`config.mk`:
```
export PLATFORM = sky130hd
export DESIGN_NAME = minmax_tracker
export DESIGN_NICKNAME = d
export VERILOG_FILES = /design/src/rtl/minmax_tracker_pkg.sv /design/src/rtl/comparator_8bit.sv /design/src/rtl/minmax_tracker.sv
export SDC_FILE = /design/constraint.sdc
export NUM_CORES = 1
export LEC_CHECK = 0
export CORE_MARGIN = 5
export CORE_UTILIZATION = 54
export CTS_CLUSTER_SIZE = 16
export DETAILED_ROUTE_END_ITERATION = 10
export PLACE_DENSITY = 0.95
export SKIP_LAST_GASP = 1
export SYNTH_ARGS = -nofsm -noshare
export SYNTH_HDL_FRONTEND = slang
export SYNTH_SLANG_ARGS = --single-unit
```
`constraint.sdc`:
```
create_clock -name i_clk -period 6.75 [get_ports i_clk]
set_clock_uncertainty 0.15 [all_clocks]
set_input_delay 2.025 -clock i_clk [delete_from_list [all_inputs] [get_ports i_clk]]
set_output_delay 2.025 -clock i_clk [all_outputs]
set_load 0.01 [all_outputs]
```
`src/rtl/minmax_tracker_pkg.sv`:
```
`default_nettype none
// ============================================================================
// Module      : minmax_tracker_pkg
// Description : Shared types and constants for the frame min/max tracker:
//               controller state encoding and the default sample width.
// Revision    : 1.0 - initial release
// ============================================================================
package minmax_tracker_pkg;

    // Default sample width used when the instantiating level does not override it
    localparam int c_DEFAULT_DATA_WIDTH = 8;

    // Frame controller states
    typedef enum logic [1:0] {
        IDLE  = 2'b00,
        ACCUM = 2'b01,
        HOLD  = 2'b10
    } state_t;

endpackage : minmax_tracker_pkg
`default_nettype wire

```
`src/rtl/comparator_8bit.sv`:
```
`default_nettype none
// ============================================================================
// Module      : comparator_8bit
// Description : Unsigned magnitude comparator. Produces a > b, a < b and
//               a == b flags for operands of DATA_WIDTH bits (8 by default).
// Revision    : 1.0 - initial release
// ============================================================================
module comparator_8bit #(
    parameter int DATA_WIDTH = 8
) (
    input  logic [DATA_WIDTH-1:0] i_a,
    input  logic [DATA_WIDTH-1:0] i_b,
    output logic                  o_gt,
    output logic                  o_lt,
    output logic                  o_eq
);

    // Pure combinational unsigned compare
    always_comb begin
        o_gt = (i_a >  i_b);
        o_lt = (i_a <  i_b);
        o_eq = (i_a == i_b);
    end

endmodule : comparator_8bit
`default_nettype wire

```
`src/rtl/minmax_tracker.sv`:
```
`default_nettype none
// ============================================================================
// Module      : minmax_tracker
// Description : Streams a frame of FRAME_LEN unsigned samples through two
//               shared magnitude comparators, tracking running maximum and
//               minimum with the index of their first occurrence. The frame
//               result is offered on a valid/ready handshake and held stable
//               until accepted.
// Revision    : 1.0 - initial release
// ============================================================================
module minmax_tracker
    import minmax_tracker_pkg::*;
#(
    parameter  int DATA_WIDTH = c_DEFAULT_DATA_WIDTH,
    parameter  int FRAME_LEN  = 16,
    localparam int IDX_W      = $clog2(FRAME_LEN)
) (
    input  logic                  i_clk,
    input  logic                  i_rst,
    input  logic                  i_valid,
    input  logic [DATA_WIDTH-1:0] i_data,
    output logic                  o_ready,
    output logic                  o_valid,
    input  logic                  i_ready,
    output logic [DATA_WIDTH-1:0] o_max,
    output logic [DATA_WIDTH-1:0] o_min,
    output logic [IDX_W-1:0]      o_max_idx,
    output logic [IDX_W-1:0]      o_min_idx,
    output logic                  o_flat,
    output logic                  o_busy
);

    localparam logic [IDX_W-1:0] c_LAST_IDX = IDX_W'(FRAME_LEN - 1);
    localparam logic [IDX_W-1:0] c_ONE      = IDX_W'(1);

    state_t                  r_state;
    logic [IDX_W-1:0]        r_count;
    logic [DATA_WIDTH-1:0]   r_max;
    logic [DATA_WIDTH-1:0]   r_min;
    logic [IDX_W-1:0]        r_max_idx;
    logic [IDX_W-1:0]        r_min_idx;
    logic                    r_valid;
    logic                    r_busy;
    logic                    r_flat;

    logic                    w_accept;
    logic                    w_last;
    logic                    w_a_gt;
    logic                    w_a_lt;
    logic                    w_a_eq;
    logic                    w_b_gt;
    logic                    w_b_lt;
    logic                    w_b_eq;
    logic                    w_unused_cmp;

    // Comparator A: new sample against the running maximum
    comparator_8bit #(
        .DATA_WIDTH (DATA_WIDTH)
    ) u_cmp_max (
        .i_a  (i_data),
        .i_b  (r_max),
        .o_gt (w_a_gt),
        .o_lt (w_a_lt),
        .o_eq (w_a_eq)
    );

    // Comparator B: new sample against the running minimum
    comparator_8bit #(
        .DATA_WIDTH (DATA_WIDTH)
    ) u_cmp_min (
        .i_a  (i_data),
        .i_b  (r_min),
        .o_gt (w_b_gt),
        .o_lt (w_b_lt),
        .o_eq (w_b_eq)
    );

    // Only the gt of A and lt of B drive updates; the opposite flags are spare
    assign w_unused_cmp = w_a_lt | w_b_gt;

    // Ready is decoded from state and forced low while reset is asserted
    always_comb begin
        o_ready  = ~i_rst & (r_state != HOLD);
        w_accept = i_valid & o_ready;
        w_last   = (r_count == c_LAST_IDX);
    end

    // Frame controller, sample counter and result registers
    always_ff @(posedge i_clk) begin
        if (i_rst) begin
            r_state   <= IDLE;
            r_count   <= '0;
            r_max     <= '0;
            r_min     <= '0;
            r_max_idx <= '0;
            r_min_idx <= '0;
            r_valid   <= 1'b0;
            r_busy    <= 1'b0;
            r_flat    <= 1'b0;
        end else begin
            case (r_state)
                IDLE: begin
                    if (w_accept) begin
                        r_max     <= i_data;
                        r_min     <= i_data;
                        r_max_idx <= '0;
                        r_min_idx <= '0;
                        r_count   <= c_ONE;
                        r_busy    <= 1'b1;
                        r_state   <= ACCUM;
                    end
                end

                ACCUM: begin
                    if (w_accept) begin
                        // Strict compares: ties keep the earliest index
                        if (w_a_gt) begin
                            r_max     <= i_data;
                            r_max_idx <= r_count;
                        end
                        if (w_b_lt) begin
                            r_min     <= i_data;
                            r_min_idx <= r_count;
                        end
                        if (w_last) begin
                            // Final max equals final min exactly when the last
                            // sample matches both running extremes; the counter
                            // parks at its last index until the result is taken.
                            r_flat  <= w_a_eq & w_b_eq;
                            r_valid <= 1'b1;
                            r_busy  <= 1'b0;
                            r_state <= HOLD;
                        end else begin
                            r_count <= r_count + c_ONE;
                        end
                    end
                end

                HOLD: begin
                    if (i_ready) begin
                        r_valid <= 1'b0;
                        r_count <= '0;
                        r_state <= IDLE;
                    end
                end

                default: begin
                    r_state <= IDLE;
                    r_count <= '0;
                    r_valid <= 1'b0;
                    r_busy  <= 1'b0;
                end
            endcase
        end
    end

    assign o_valid   = r_valid;
    assign o_busy    = r_busy;
    assign o_max     = r_max;
    assign o_min     = r_min;
    assign o_max_idx = r_max_idx;
    assign o_min_idx = r_min_idx;
    assign o_flat    = r_flat;

    // Handshake and counter invariants
    a_valid_ready_excl : assert property (@(posedge i_clk) !(o_valid && o_ready));
    a_busy_valid_excl  : assert property (@(posedge i_clk) !(o_busy && o_valid));
    a_count_range      : assert property (@(posedge i_clk) r_count <= c_LAST_IDX);

endmodule : minmax_tracker
`default_nettype wire

```
==> results <==
- The post-route setup TNS is 0 ns.
- The first global-routing pass estimated 6730 µm of wire.
- Along the worst path, the maximum fanout reaches 12.
- In this run the tool buffered the top-level ports with 39 buffer cells.
- The worst-case headroom to the max-slew limit is 0.249.
- For the pin with the worst max-slew slack, the measured transition is 1.12 ns.
- The cell type of the slowest stage on the worst timing path is sky130_fd_sc_hd__clkdlybuf4s50_1.
- The number of warnings printed during yosys synthesis is 0.
- The initial detailed-routing violation count is 92.
- The worst setup path is of the in -> out kind.
- The routed design has 4050 µm of wire.
- The endpoint type of the worst setup path is an output pin.
- The critical path launch point type is a primary input.
- The shortest period the worst path allows is 5.56 ns.
- In this run the standard cell core region covers 0.00310 mm².
- The most common flop cell mapped by yosys is sky130_fd_sc_hd__dfxtp_1.
- The synthesized netlist occupies a cell area of 0.00178 mm².
- The post-synthesis to final-layout area growth is 25.7%.
- Clock tree synthesis inserted a total of 5 buffers.
- The number of gates resized after CTS is 0.
- In this run, synthesis inferred 0 flip-flops with an integrated enable.
- The tightest min-delay check is of the reg -> reg type.
- The root buffer selected by CTS is sky130_fd_sc_hd__clkbuf_4.
- The floorplan die height is 67.3 µm.
- Across every metal layer, demand over resource in global routing totals 0.199.
- The number of global-route vias before repair is 1549.
- The post-route clock period utilization is 0.824.
- The total of max-cap violations is 0.
- TritonCTS built the clock tree.
- The pre-antenna-repair detailed-routing pass consisted of 4 iterations.
- The repair_antennas step left the layout with diodes totalling 0.
- The residual DRC count is 0.
- The total of endpoints with negative setup slack in the final report is 0.
- The die covers 0.00453 mm².
- Registers take 661 µm².
- In this design, the stage delay of the slowest critical-path cell is 0.60 ns.
- The count of hold-fix buffers inserted at cts is 0.
- When the netlist entered floorplanning its net count stood at 232.
- The synthesized flop and latch total is 33.
- During I/O placement, the number of pins put on the boundary was 40.
- The clock latency of the later-clocked register in the worst-skew pair is 0.35 ns.
- The final number of max-transition violations was 0.
- Entering global routing, the biggest net connects 27 pins.
- The number of vias after detailed routing is 1548.
- Data arrives at the worst endpoint at 3.39 ns.
- Power spread over the standard cell area amounts to 202 mW/mm².
- The die outline width is 67.3 µm.
- The effective utilization at floorplan is 0.572.
- The highest achievable clock rate is 180 MHz.
- Counting cells, the worst reg-to-reg path comes to 7.
- The post-CTS setup buffer count is 0.
- Setup repair after global routing left no endpoint under its margin.
- The count of fill cells added during filler insertion is 243.
- In the final routed layout, each cell accounts on average for 14.2 µm.
- In the synthesized netlist, the number of instances is 203.
- Leaving out fill and tap cells, the most frequent cell in the layout is sky130_fd_sc_hd__clkdlybuf4s50_1.
- The flow ran to the end, and the final reports show no timing, DRC or antenna violations.
- After clock tree synthesis, the clock-pin slew on the worst setup and hold paths is 0.10 ns.
- The maximum buffer depth of the clock tree is 2.
- Yosys mapped the design onto 34 distinct sky130hd cell types.
- Summing all multi-input logic gate instances after layout gives 962 µm².
- Once detail routing completed, the nets flagged for antenna violations numbered 0.
- In this run the core area contains 20 standard-cell rows.
- The most frequent cell on the critical path is sky130_fd_sc_hd__clkdlybuf4s50_1.
- At the end of the flow, the number of nets in the layout was 269.
- The vias per cell is 5.43.
- Detailed placement finished with a half-perimeter wire length of 2930 µm.
- The clock drives 33 sinks.
- In this run the mean area of a mapped cell was 8.75 µm².
- After layout, the design draws a total of 451 µW.
- The required time of the worst setup path is 4.58 ns.
- The initial antenna violation count came to 0.
- Of the cells placed in the final design, the portion with a size suffix greater than 1 is 0.0539.
- The hold path depth is 2.
- The fraction of registers with async set or reset after synthesis is 0.
- For this run, the register share of the synthesized area comes to 0.372.
- In the layout the commonest cells are 39 x sky130_fd_sc_hd__clkdlybuf4s50_1, 33 x sky130_fd_sc_hd__nand2_1, 33 x sky130_fd_sc_hd__dfxtp_1.
- The H-tree generated during clock tree synthesis spans 2 levels.
- The largest voltage drop on the vdd net is 0.000103 V.
- At the end of routability-driven placement, the weighted congestion stood at 0.850.
- The final hold violation count is 0.
- Walking the worst path, the cells encountered are clkdlybuf4s50_1, a21oi_1, clkdlybuf4s50_1.
- In this run the static leakage power is 0.000958 µW.
- The final global-route overflow total is 0.
## kinds of logic after synthesis
family,share of synthesized area
DFF,0.372
and+or+nand+nor,0.170
adders and majority gates,0.120
AOI/OAI and AO/OA,0.140
buffers and inverters,0.0860
muxes,0.113
## cells in the mapped netlist (all sizes together), types with 2 or more instances
cell / instances / area [µm²]
dfxtp: 33 / 661
nand2: 33 / 124
inv: 24 / 90.1
mux2i: 20 / 200
ha: 17 / 213
a21oi: 15 / 78.8
nor2: 9 / 33.8
nand4: 6 / 37.5
buf: 5 / 43.8
clkbuf: 4 / 15.0
nand3: 4 / 20.0
o21ai: 4 / 20.0
a211oi: 3 / 22.5
a32o: 3 / 30.0
nor2b: 3 / 18.8
nor3: 3 / 20.0
a21boi: 2 / 15.0
o211ai: 2 / 15.0
## critical path: cells and delay by family
kind | cells | cell delay, ns
compound gates | 1 | 0.20
buf+inv | 2 | 1.15
## state kept, by name (all words and copies together) (netlist names)
name / flops
o_valid: 1
o_min: 8
r_state: 2
o_busy: 1
o_max_idx: 4
o_max: 8
r_count: 4
o_min_idx: 4
o_flat: 1
## where the power goes
group | internal (µW) | switching, µW
clock network | 60.3 | 71.0
registers | 206 | 10.3
logic | 51.0 | 52.3
total | 318 | 134
## final timing paths
check	from	end	slack (ns)
hold reg to reg	o_max_idx[3]$_SDFFE_PP0P_	o_max_idx[3]$_SDFFE_PP0P_	0.31
setup reg to reg	o_max[1]$_SDFFE_PP0P_	o_max_idx[2]$_SDFFE_PP0P_	4.08
setup / recovery	i_rst	o_ready	1.19
hold / removal	o_max_idx[3]$_SDFFE_PP0P_	o_max_idx[3]$_SDFFE_PP0P_	0.31
## per-layer routing
metal / track usage / part of all wire / vias up
li1: - / - / 775
met1: 0.209 / 0.41 / 727
met2: 0.371 / 0.52 / 36
met3: 0.0399 / 0.042 / 10
met4: 0.101 / 0.030 / 0
met5: 0 / 0 / -
## metrics by stage
stage	cells	setup slack, ns	hold WS [ns]	area, µm²	util
final	285	1.19	0.314	2230	0.719
after global routing	285	1.11	0.337	2230	0.719
after CTS	285	1.17	0.317	2230	0.719
after detailed placement	277	1.17	0.303	2160	0.697
after global placement	277	1.19	0.295	2160	0.697
after floorplan	203	2.15	0.327	1780	-
## layout make-up
type | count | share of cell area
clock buffers | 7 | 0.0291
inverters | 25 | 0.0420
well taps | 44 | 0.0247
multi-input cells | 136 | 0.431
repair buffers | 39 | 0.175
clock inverters | 1 | 0.00224
flip-flops and latches | 33 | 0.296
(Power assumes the default switching activity.)
